[config.mk]
export PLATFORM = sky130hd
export DESIGN_NAME = rom_dl_ctrl
export DESIGN_NICKNAME = d
export VERILOG_FILES = /design/src/rtl/rom_dl_pkg.sv /design/src/rtl/dl_hold_timer.sv /design/src/rtl/rom_dl_ctrl.sv
export SDC_FILE = /design/constraint.sdc
export NUM_CORES = 1
export LEC_CHECK = 0
export BUFFER_PORTS_ARGS = -buffer_cell sky130_fd_sc_hd__buf_2
export CAP_MARGIN = 40
export CORE_MARGIN = 5
export CORE_UTILIZATION = 40
export DETAILED_ROUTE_END_ITERATION = 7
export GPL_ROUTABILITY_DRIVEN = 0
export HOLD_SLACK_MARGIN = 0.15
export PLACE_DENSITY_LB_ADDON = 0.05
export SLEW_MARGIN = 20
export SYNTH_ARGS = -nofsm -noshare
export SYNTH_HDL_FRONTEND = slang
export SYNTH_SLANG_ARGS = --single-unit
[constraint.sdc]
create_clock -name CLK_DL -period 2.1 [get_ports CLK_DL]
set_input_delay 0.105 -clock CLK_DL [delete_from_list [all_inputs] [get_ports CLK_DL]]
set_output_delay 0.105 -clock CLK_DL [all_outputs]
set_load 0.01 [all_outputs]
[src/rtl/rom_dl_pkg.sv]
// rtl/rom_dl_pkg.sv - shared types and constants for the ROM download path
// Contents:
//   dl_state_t   download controller states
//   ADDR_W       byte address width of the ioctl/ROM bus
//   REGION_BASE  EPROM region base addresses (also used by the address selector)
//   sat_inc      saturating increment for byte counters
package rom_dl_pkg;

    localparam int ADDR_W      = 25;
    localparam int NUM_REGIONS = 14;

    typedef enum logic [2:0] {
        IDLE,
        LOAD,
        EMIT_LO,
        EMIT_HI,
        HOLD,
        DONE
    } dl_state_t;

    localparam logic [ADDR_W-1:0] REGION_BASE [NUM_REGIONS] = '{
        25'h00000, 25'h08000, 25'h10000, 25'h12000, 25'h14000, 25'h16000, 25'h1E000,
        25'h26000, 25'h2E000, 25'h36000, 25'h3E000, 25'h46000, 25'h4E000, 25'h56000
    };

    function automatic logic [ADDR_W-1:0] sat_inc(input logic [ADDR_W-1:0] v);
        return (v == '1) ? v : v + ADDR_W'(1);
    endfunction

endpackage

[src/rtl/dl_hold_timer.sv]
// rtl/dl_hold_timer.sv - loadable down-counter with terminal-count pulse
// Ports:
//   clk_i, rst_n_i  clock, asynchronous active-low reset
//   load_i          reload count with load_val_i (has priority over en_i)
//   load_val_i      value to count down from; done fires load_val_i+1 enabled cycles after load
//   en_i            count enable
//   done_o          high while enabled and the count has reached zero
module dl_hold_timer #(
    parameter int unsigned W = 16
) (
    input  logic         clk_i,
    input  logic         rst_n_i,
    input  logic         load_i,
    input  logic [W-1:0] load_val_i,
    input  logic         en_i,
    output logic         done_o
);

    logic [W-1:0] count_q;

    always_ff @(posedge clk_i or negedge rst_n_i) begin
        if (!rst_n_i) begin
            count_q <= '0;
        end else if (load_i) begin
            count_q <= load_val_i;
        end else if (en_i && (count_q != '0)) begin
            count_q <= count_q - W'(1);
        end
    end

    assign done_o = en_i && !load_i && (count_q == '0);

endmodule

[src/rtl/rom_dl_ctrl.sv]
// rtl/rom_dl_ctrl.sv - ioctl word stream to ROM byte writes, CPU reset hold
// Ports:
//   CLK_DL, RESET_N         clock, asynchronous active-low reset
//   IOCTL_DOWNLOAD/INDEX    host transfer active and image index
//   IOCTL_WR/ADDR/DOUT      16-bit word strobe, even byte address, data
//   IOCTL_WAIT              host back-pressure while a word is being split
//   ROM_WR/ADDR/DATA        byte write to selector and EPROM RAMs
//   CPU_RESET               hold for the game CPUs until the image is in
//   DL_DONE, DL_ERR         completion and sticky length/protocol error
//   BYTE_COUNT              bytes written in the current download
module rom_dl_ctrl
    import rom_dl_pkg::*;
#(
    parameter int unsigned EXPECTED_BYTES = 'h5E000,
    parameter int unsigned HOLD_CYCLES    = 16,
    parameter int unsigned ROM_INDEX      = 0
) (
    input  logic              CLK_DL,
    input  logic              RESET_N,
    input  logic              IOCTL_DOWNLOAD,
    input  logic [7:0]        IOCTL_INDEX,
    input  logic              IOCTL_WR,
    input  logic [ADDR_W-1:0] IOCTL_ADDR,
    input  logic [15:0]       IOCTL_DOUT,
    output logic              IOCTL_WAIT,
    output logic              ROM_WR,
    output logic [ADDR_W-1:0] ROM_ADDR,
    output logic [7:0]        ROM_DATA,
    output logic              CPU_RESET,
    output logic              DL_DONE,
    output logic              DL_ERR,
    output logic [ADDR_W-1:0] BYTE_COUNT
);

    localparam logic [7:0]        ROM_IDX   = 8'(ROM_INDEX);
    localparam logic [ADDR_W-1:0] EXP_CNT   = ADDR_W'(EXPECTED_BYTES);
    localparam logic [15:0]       HOLD_LOAD = 16'(HOLD_CYCLES - 1);

    dl_state_t         state_q;
    logic              active_q;
    logic              end_q;      // download fell while a word was still being emitted
    logic [ADDR_W-1:0] addr_q;     // even address of the word in flight
    logic [7:0]        hi_q;       // high byte of the word in flight
    logic              hold_done;

    logic index_ok;
    logic active;
    logic active_rise;
    logic word_ok;

    assign index_ok    = (IOCTL_INDEX == ROM_IDX);
    assign active      = IOCTL_DOWNLOAD && index_ok;
    assign active_rise = active && !active_q;
    // A word strobed in the same cycle download drops still belongs to this image.
    assign word_ok     = IOCTL_WR && index_ok;

    // Timer is held loaded outside HOLD, so it starts counting on HOLD entry.
    dl_hold_timer #(
        .W (16)
    ) u_hold_timer (
        .clk_i      (CLK_DL),
        .rst_n_i    (RESET_N),
        .load_i     (state_q != HOLD),
        .load_val_i (HOLD_LOAD),
        .en_i       (state_q == HOLD),
        .done_o     (hold_done)
    );

    always_ff @(posedge CLK_DL or negedge RESET_N) begin
        if (!RESET_N) begin
            state_q    <= IDLE;
            active_q   <= 1'b0;
            end_q      <= 1'b0;
            addr_q     <= '0;
            hi_q       <= '0;
            IOCTL_WAIT <= 1'b0;
            ROM_WR     <= 1'b0;
            ROM_ADDR   <= '0;
            ROM_DATA   <= '0;
            CPU_RESET  <= 1'b1;
            DL_DONE    <= 1'b0;
            DL_ERR     <= 1'b0;
            BYTE_COUNT <= '0;
        end else begin
            active_q <= active;
            case (state_q)
                IDLE, DONE, HOLD: begin
                    if (active_rise) begin
                        state_q    <= LOAD;
                        end_q      <= 1'b0;
                        BYTE_COUNT <= '0;
                        DL_ERR     <= 1'b0;
                        DL_DONE    <= 1'b0;
                        CPU_RESET  <= 1'b1;
                    end else if (state_q == HOLD && hold_done) begin
                        state_q   <= DONE;
                        CPU_RESET <= 1'b0;
                        DL_DONE   <= 1'b1;
                    end
                end
                LOAD: begin
                    if (word_ok) begin
                        addr_q     <= {IOCTL_ADDR[ADDR_W-1:1], 1'b0};
                        hi_q       <= IOCTL_DOUT[15:8];
                        end_q      <= !active;
                        DL_ERR     <= DL_ERR | IOCTL_ADDR[0];
                        IOCTL_WAIT <= 1'b1;
                        ROM_WR     <= 1'b1;
                        ROM_ADDR   <= {IOCTL_ADDR[ADDR_W-1:1], 1'b0};
                        ROM_DATA   <= IOCTL_DOUT[7:0];
                        BYTE_COUNT <= sat_inc(BYTE_COUNT);
                        state_q    <= EMIT_LO;
                    end else if (!active) begin
                        state_q <= HOLD;
                        DL_ERR  <= DL_ERR | (BYTE_COUNT != EXP_CNT);
                    end
                end
                EMIT_LO: begin
                    ROM_WR     <= 1'b1;
                    ROM_ADDR   <= {addr_q[ADDR_W-1:1], 1'b1};
                    ROM_DATA   <= hi_q;
                    BYTE_COUNT <= sat_inc(BYTE_COUNT);
                    end_q      <= end_q | !active;
                    DL_ERR     <= DL_ERR | word_ok;
                    state_q    <= EMIT_HI;
                end
                EMIT_HI: begin
                    ROM_WR     <= 1'b0;
                    IOCTL_WAIT <= 1'b0;
                    if (end_q || !active) begin
                        state_q <= HOLD;
                        DL_ERR  <= DL_ERR | word_ok | (BYTE_COUNT != EXP_CNT);
                    end else begin
                        state_q <= LOAD;
                        DL_ERR  <= DL_ERR | word_ok;
                    end
                end
                default: state_q <= IDLE;
            endcase
        end
    end

endmodule

==> results of run 1 <==
## routing by layer
layer  track usage (%)  vias up  part of all wire, %
met5                 0        -                    0
met4              8.40        0                  2.0
met2              30.3      139                   48
met3              5.15       27                  5.6
li1                  -     2487                    -
met1              25.2     2551                   45
## worst reg2reg max path: stages (launching register included)
cell     delay, ns
dfrtp_1       0.39
inv_2         0.08
ha_4          0.13
or3b_4        0.36
or4_4         0.58
nor2_4        0.15
mux2_2        0.34
nand2_1       0.07
## state kept, by name (all words and copies together), names as in the netlist
| signal | flops |
|---|---|
| state_q | 3 |
| ROM_WR | 1 |
| CPU_RESET | 1 |
| BYTE_COUNT | 25 |
| addr_q | 24 |
| end_q | 1 |
| DL_DONE | 1 |
| hi_q | 8 |
| ROM_DATA | 8 |
| ROM_ADDR | 25 |
| active_q | 1 |
| u_hold_timer.count_q | 16 |
| DL_ERR | 1 |
| IOCTL_WAIT | 1 |
## worst paths after layout
check | to | depth (start not counted)
max | u_hold_timer.count_q[1]$_DFFE_PN0P_ | 7
max reg2reg | u_hold_timer.count_q[1]$_DFFE_PN0P_ | 7
min in group asynchronous | BYTE_COUNT[0]$_DFFE_PN0P_ | 3
max in group asynchronous | ROM_ADDR[11]$_DFFE_PN0P_ | 3
min | DL_ERR$_DFFE_PN0P_ | 4
min reg2reg | ROM_ADDR[16]$_DFFE_PN0P_ | 2
## power breakdown
part | switching (uW) | internal (uW)
Clock | 1090 | 1660
Combinational | 365 | 389
Sequential | 48.0 | 2290
Total | 1500 | 4340
## cell families (layout without fill, tap and decap cells)
logic type	after synthesis	after routing
fa+ha+maj	4	4
compound gates	135	135
simple gates	200	200
xor+xnor	3	3
mux	42	42
flops	116	116
buf+inv	44	282
## cell usage after synthesis, drive strengths merged, types with 6 or more instances
cell type,count
dfrtp,115
nand2,75
mux2,34
nand2b,8
and3,10
nand3,15
buf,16
or4,24
nand4,7
o31ai,25
or2,6
inv,10
mux2i,8
a31oi,7
nor2,14
or3,6
clkbuf,18
o21ai,20
nor3,7
a21oi,28
and4,7
a22oi,24
nor4,9
## layout make-up
class,instances,area share (%)
Tap cell,180,2.76
Inverter,10,0.459
Multi-Input combinational cell,384,33.2
Timing Repair Buffer,240,21.1
Clock buffer,18,5.38
Sequential cell,116,35.5
Clock inverter,14,1.59
## repair_timing
item                       in CTS  in global routing
cloned                          0                  0
hold buffers                   43                  0
pin swaps                       1                 14
hold endpoints to repair      182                  0
buffers inserted                6                  4
gates resized for setup         8                 27
setup endpoints to repair      14                 29
## metrics by stage
step | util [%] | hold slack (ns)
after floorplan | - | -0.191
after global placement | 50.2 | 0.248
after detailed placement | 50.2 | 0.252
after CTS | 58.0 | 0.222
after global routing | 58.9 | 0.272
final | 58.9 | 0.238
==> out/results.ini, run 1 <==
[worst_setup_path]
cp_max_fo = 4
max_stage_delay_ns = 0.58
cp_slowest_cell = or4_4
path_class = register to register
ff2ff_setup_slack_ns = -0.05
path_cells = inv_2 > ha_4 > or3b_4 > or4_4 > nor2_4 > mux2_2 > nand2_1
startpoint = u_hold_timer.count_q[1]$_DFFE_PN0P_
cp_data_required_time_ns = 2.46
worstReg2RegStart = u_hold_timer.count_q[1]$_DFFE_PN0P_
worstSetupEndpointType = register
crit_arrival_ns = 2.51
worst_setup_path_start_kind = register
cp.buffers_inverters = 1
cp_top_family = simple AND/OR/NAND/NOR gates

[layout]
finalInstanceArea_sq_um = 8170
layout-drive-gt1-share_pct = 39.4
fillCellCount = 1176
n_antenna_cell = 0
final_common_cell = dfrtp_1
num-nets-final = 826
fin_cells = 962
final_cell_mix = 115 x dfrtp_1, 114 x buf_2, 74 x nand2_1, 73 x buf_4, 43 x dlygate4sd3_1
area_delta_synth_final_pct = 43.8
layout.area.seq_sq_um = 2900
multiInputGateArea_sq_um = 2710

[synthesis]
ys_async_sr_fraction_pct = 100
synth_warnings = 0
synthCells = 544
synth_edf_count = 0
synth_xor_xnor_area_share_pct = 0.462
synth_area_leaders = dfrtp_1 51%, mux2_2 6.7%, nand2_1 5.0%
synth.area.mux_share_pct = 8.15
synth-compound-area-share_pct = 16.1
yosysSeqAreaShare_pct = 51.1
synthSimpleGateAreaFrac_pct = 19.8
syn_area_sq_um = 5680
synth.top_cell.area_share_pct = 50.6
ys_seq_elements = 116
synth_top_family_by_area = simple AND/OR/NAND/NOR gates
synth_area_leader_cell = dfrtp_1
synth_cell_types = 65
synthAdderAreaFrac_pct = 0.881
synthFlopType = dfrtp_1
syn_area_per_cell_sq_um = 10.4
synth_nets = 601

[timing]
finalMaxSlewViolations = 0
period_share_pct = 103
slew_headroom_pct = 56.8
fmax_mhz = 464
worstMarginPinSlew_ns = 0.648
worst_slack_ns = -0.0535
finalSetupViolCount = 15
fin_tns_setup_ns = -0.405
hold_viol_final = 0
rsz0062_at_grt = true
clock_skew_ns = 0.00790
final.min_clock_period_ns = 2.15

[flow_run]
maxCapViolCount = 0

[die]
dieHeight_um = 129
die_w_um = 129
ios = 116
fp.coreArea_sq_um = 13900
placementRows = 43
start_util_pct = 40.9
die-area_sq_um = 16700

[power]
ir_worst_vdd_uv = 466
p_per_area_nw_per_um2 = 715
power_uw = 5840
leakage_uw = 0.00392

[placement]
dp.cells = 878
placed_cell_area_sq_um = 6970
portBuffers = 115
pre_cts_ws_ns = -0.0519
dp_hpwl_um = 10600

[min_path]
hold_class = input pin to register
min_from = IOCTL_ADDR[0]

[clock_tree]
cts_root_buf = clkbuf_16
cts_made_buffers = 17
clk_path_buf_depth = 2
clock-sinks = 116
clkSlewWorstSetupHoldPaths_ns = 0.06
ctsHtreeMaxLevel = 4
clk_latency_ns = 0.42
cts_tree = done

[status]
status = finished, violations left
violations = setup timing

[global_routing]
grt_pass1_vias = 5324
gr-total-overflow = 0
grt_usage_pct = 19.3
grt_pass1_wl_um = 25900
grt_max_degree = 117
antenna_found_initial = 0

[drt]
drtIter0Drc = 266
drc = 0
post_drt_wl_per_cell_um = 16.3
antenna_left = 0
firstDrtPassIters = 4
avgViaCountPerCell = 5.41
vias = 5204
wirelength_um = 15700

Note: power is estimated with default switching activity, not from simulation.
==> run 2: changes to the inputs <==
--- a/config.mk
+++ b/config.mk
@@ -5,7 +5,7 @@
 export SDC_FILE = /design/constraint.sdc
 export NUM_CORES = 1
 export LEC_CHECK = 0
-export BUFFER_PORTS_ARGS = -buffer_cell sky130_fd_sc_hd__buf_2
+export BUFFER_PORTS_ARGS = -buffer_cell sky130_fd_sc_hd__buf_4
 export CAP_MARGIN = 40
 export CORE_MARGIN = 5
 export CORE_UTILIZATION = 40
@@ -13,6 +13,8 @@
 export GPL_ROUTABILITY_DRIVEN = 0
 export HOLD_SLACK_MARGIN = 0.15
 export PLACE_DENSITY_LB_ADDON = 0.05
+export RECOVER_POWER = 100
+export SKIP_LAST_GASP = 1
 export SLEW_MARGIN = 20
 export SYNTH_ARGS = -nofsm -noshare
 export SYNTH_HDL_FRONTEND = slang
==> out/results.ini, run 2 (synthesized netlist as in run 1, its figures left out) <==
[clock_tree]
ctsHtreeMaxLevel = 4  ; unchanged
cts_tree = done  ; unchanged
cts_made_buffers = 17  ; unchanged
clk_latency_ns = 0.41  ; was 0.42 ns
clkSlewWorstSetupHoldPaths_ns = 0.05  ; was 0.06 ns
clock-sinks = 116  ; unchanged
clk_path_buf_depth = 2  ; unchanged
cts_root_buf = clkbuf_16  ; unchanged

[die]
die_w_um = 129  ; unchanged
fp.coreArea_sq_um = 13900  ; unchanged
die-area_sq_um = 16700  ; unchanged
placementRows = 43  ; unchanged
start_util_pct = 40.9  ; unchanged
ios = 116  ; unchanged
dieHeight_um = 129  ; unchanged

[worst_setup_path]
timing.rr.end = u_hold_timer.count_q[12]$_DFFE_PN0P_  ; was u_hold_timer.count_q[1]$_DFFE_PN0P_
worstReg2RegStart = u_hold_timer.count_q[0]$_DFFE_PN0P_  ; was u_hold_timer.count_q[1]$_DFFE_PN0P_
cp_max_fo = 5  ; was 4
path_class = register to register  ; unchanged
worstSetupEndpointType = register  ; unchanged
ff2ff_path_depth = 8  ; was 7
crit_arrival_ns = 2.47  ; was 2.51 ns
cp_data_required_time_ns = 2.43  ; was 2.46 ns
worst_setup_path_start_kind = register  ; unchanged
ff2ff_setup_slack_ns = -0.03  ; was -0.05 ns

[min_path]
min_from = IOCTL_ADDR[0]  ; unchanged
min_to = DL_ERR$_DFFE_PN0P_  ; unchanged
whs_path_depth = 4  ; unchanged
hold_class = input pin to register  ; unchanged

[power]
p_per_area_nw_per_um2 = 755  ; was 715 nW/um^2
ir_worst_vdd_uv = 557  ; was 466 uV
leakage_uw = 0.00380  ; was 0.00392 uW

[global_routing]
grt_max_degree = 49  ; was 117
grt_pass1_vias = 5260  ; was 5,324
antenna_found_initial = 0  ; unchanged
gr-total-overflow = 0  ; unchanged
grt_usage_pct = 19.8  ; was 19.3%
grt_pass1_wl_um = 26300  ; was 25,900 um

[layout]
layout-drive-gt1-share_pct = 30.9  ; was 39.4%
num-nets-final = 840  ; was 826
final_cell_mix = 130 x buf_4, 113 x dfrtp_1, 74 x nand2_1, 64 x clkbuf_1, 43 x dlygate4sd3_1  ; was 115 x dfrtp_1, 114 x buf_2, 74 x nand2_1, 73 x buf_4, 43 x dlygate4sd3_1
area_delta_synth_final_pct = 45.9  ; was 43.8%
final_util_pct = 59.7  ; was 58.9%
layout.area.seq_sq_um = 2910  ; was 2900 sq um
fillCellCount = 1214  ; was 1,176
n_antenna_cell = 0  ; unchanged
multiInputGateArea_sq_um = 2650  ; was 2710 sq um
reg.largest.list = BYTE_COUNT x25, ROM_ADDR x25, addr_q x24  ; unchanged
fin_cells = 976  ; was 962
final_common_cell = buf_4  ; was dfrtp_1

[drt]
drtIter0Drc = 205  ; was 266
antenna_left = 0  ; unchanged
avgViaCountPerCell = 5.36  ; was 5.41
vias = 5230  ; was 5,204
drc = 0  ; unchanged
wirelength_um = 16100  ; was 15,700 um
firstDrtPassIters = 4  ; unchanged
post_drt_wl_per_cell_um = 16.5  ; was 16.3 um

[status]
status = finished, violations left  ; unchanged
violations = setup timing  ; unchanged

[placement]
dp.cells = 886  ; was 878
dp_hpwl_um = 10900  ; was 10,600 um
portBuffers = 115  ; unchanged

[timing]
finalSetupViolCount = 16  ; was 15
rsz0062_at_grt = true  ; unchanged
worst_slack_ns = -0.0327  ; was -0.0535 ns
fmax_mhz = 469  ; was 464 MHz
hold_viol_final = 0  ; unchanged
final.min_clock_period_ns = 2.13  ; was 2.15 ns
period_share_pct = 102  ; was 103%
worstMarginPinSlew_ns = 1.00  ; was 0.648 ns
clock_skew_ns = 0.00547  ; was 0.00790 ns
finalMaxSlewViolations = 0  ; unchanged
slew_headroom_pct = 33.3  ; was 56.8%

[flow_run]
maxCapViolCount = 0  ; unchanged

[run 2: cell count changes in the layout (fill, tap and decap cells not counted), sizes merged]
cell	delta
buf	-57
bufinv	+4
clkbuf	+72
clkinv	+1
clkinvlp	-5
inv	-1
[run 2: final cells by class]
cell class,count,share of cell area (%)
Inverter,10,0.453
Clock buffer,19,5.22
Timing Repair Buffer,254,22.1
Multi-Input combinational cell,384,31.9
Sequential cell,116,35.1
Tap cell,180,2.72
Clock inverter,13,2.47
[run 2: per-layer routing]
metal	GRT usage, %	up-vias	part of all wire [%]
met5	0	-	0
met4	6.61	0	1.6
met3	6.39	18	6.1
met2	31.4	137	47
met1	25.8	2541	45
li1	-	2534	-
[run 2: metrics by stage]
stage	cell area, sq um	hold slack (ns)	TNS, ns	total power [uW]	setup WS, ns
5_1_grt	8290	0.221	-2.25	6520	-0.0964
2_1_floorplan	5700	-0.191	-0.00236	2630	-0.00236
3_5_place_dp	7330	0.118	-1.46	2990	-0.164
3_3_place_gp	7330	0.114	-0.254	2970	-0.0483
6_report	8290	0.229	-0.136	6260	-0.0327
4_1_cts	8480	0.203	-0.133	6280	-0.0369
[run 2: power by group]
group / leakage [uW] / internal [uW] / switching, uW
logic: 0.00198 / 413 / 361
clock network: 0.000304 / 2100 / 1050
registers: 0.00152 / 2290 / 50.1
[run 2: how the worst max path moves through the flow]
stage,end,from,cells after the start
2_1_floorplan,u_hold_timer.count_q[1]$_DFFE_PN0P_,u_hold_timer.count_q[0]$_DFFE_PN0P_,7
3_3_place_gp,u_hold_timer.count_q[8]$_DFFE_PN0P_,u_hold_timer.count_q[1]$_DFFE_PN0P_,8
5_1_grt,u_hold_timer.count_q[8]$_DFFE_PN0P_,u_hold_timer.count_q[1]$_DFFE_PN0P_,8
6_report,u_hold_timer.count_q[12]$_DFFE_PN0P_,u_hold_timer.count_q[0]$_DFFE_PN0P_,8
3_5_place_dp,u_hold_timer.count_q[12]$_DFFE_PN0P_,u_hold_timer.count_q[1]$_DFFE_PN0P_,8
4_1_cts,u_hold_timer.count_q[15]$_DFFE_PN0P_,u_hold_timer.count_q[10]$_DFFE_PN0P_,4
[run 2: repair_timing]
| item | 4_1_cts | 5_1_grt |
|---|---|---|
| setup endpoints to repair | 41 | 40 |
| gates resized for setup | 12 | 13 |
| pin swaps | 1 | 6 |
| buffers inserted | 4 | 7 |
| hold buffers | 43 | 0 |
| cloned | 2 | 2 |
| hold endpoints to repair | 156 | 0 |
[run 2: worst max-delay path, cell delays in order (launching register included)]
cell and delay (ns):
dfrtp_1 0.39, inv_2 0.09, ha_4 0.13, or3b_4 0.37, or4_4 0.48, o21ai_4 0.22, buf_6 0.15, o31ai_1 0.06
a21oi_1 0.16
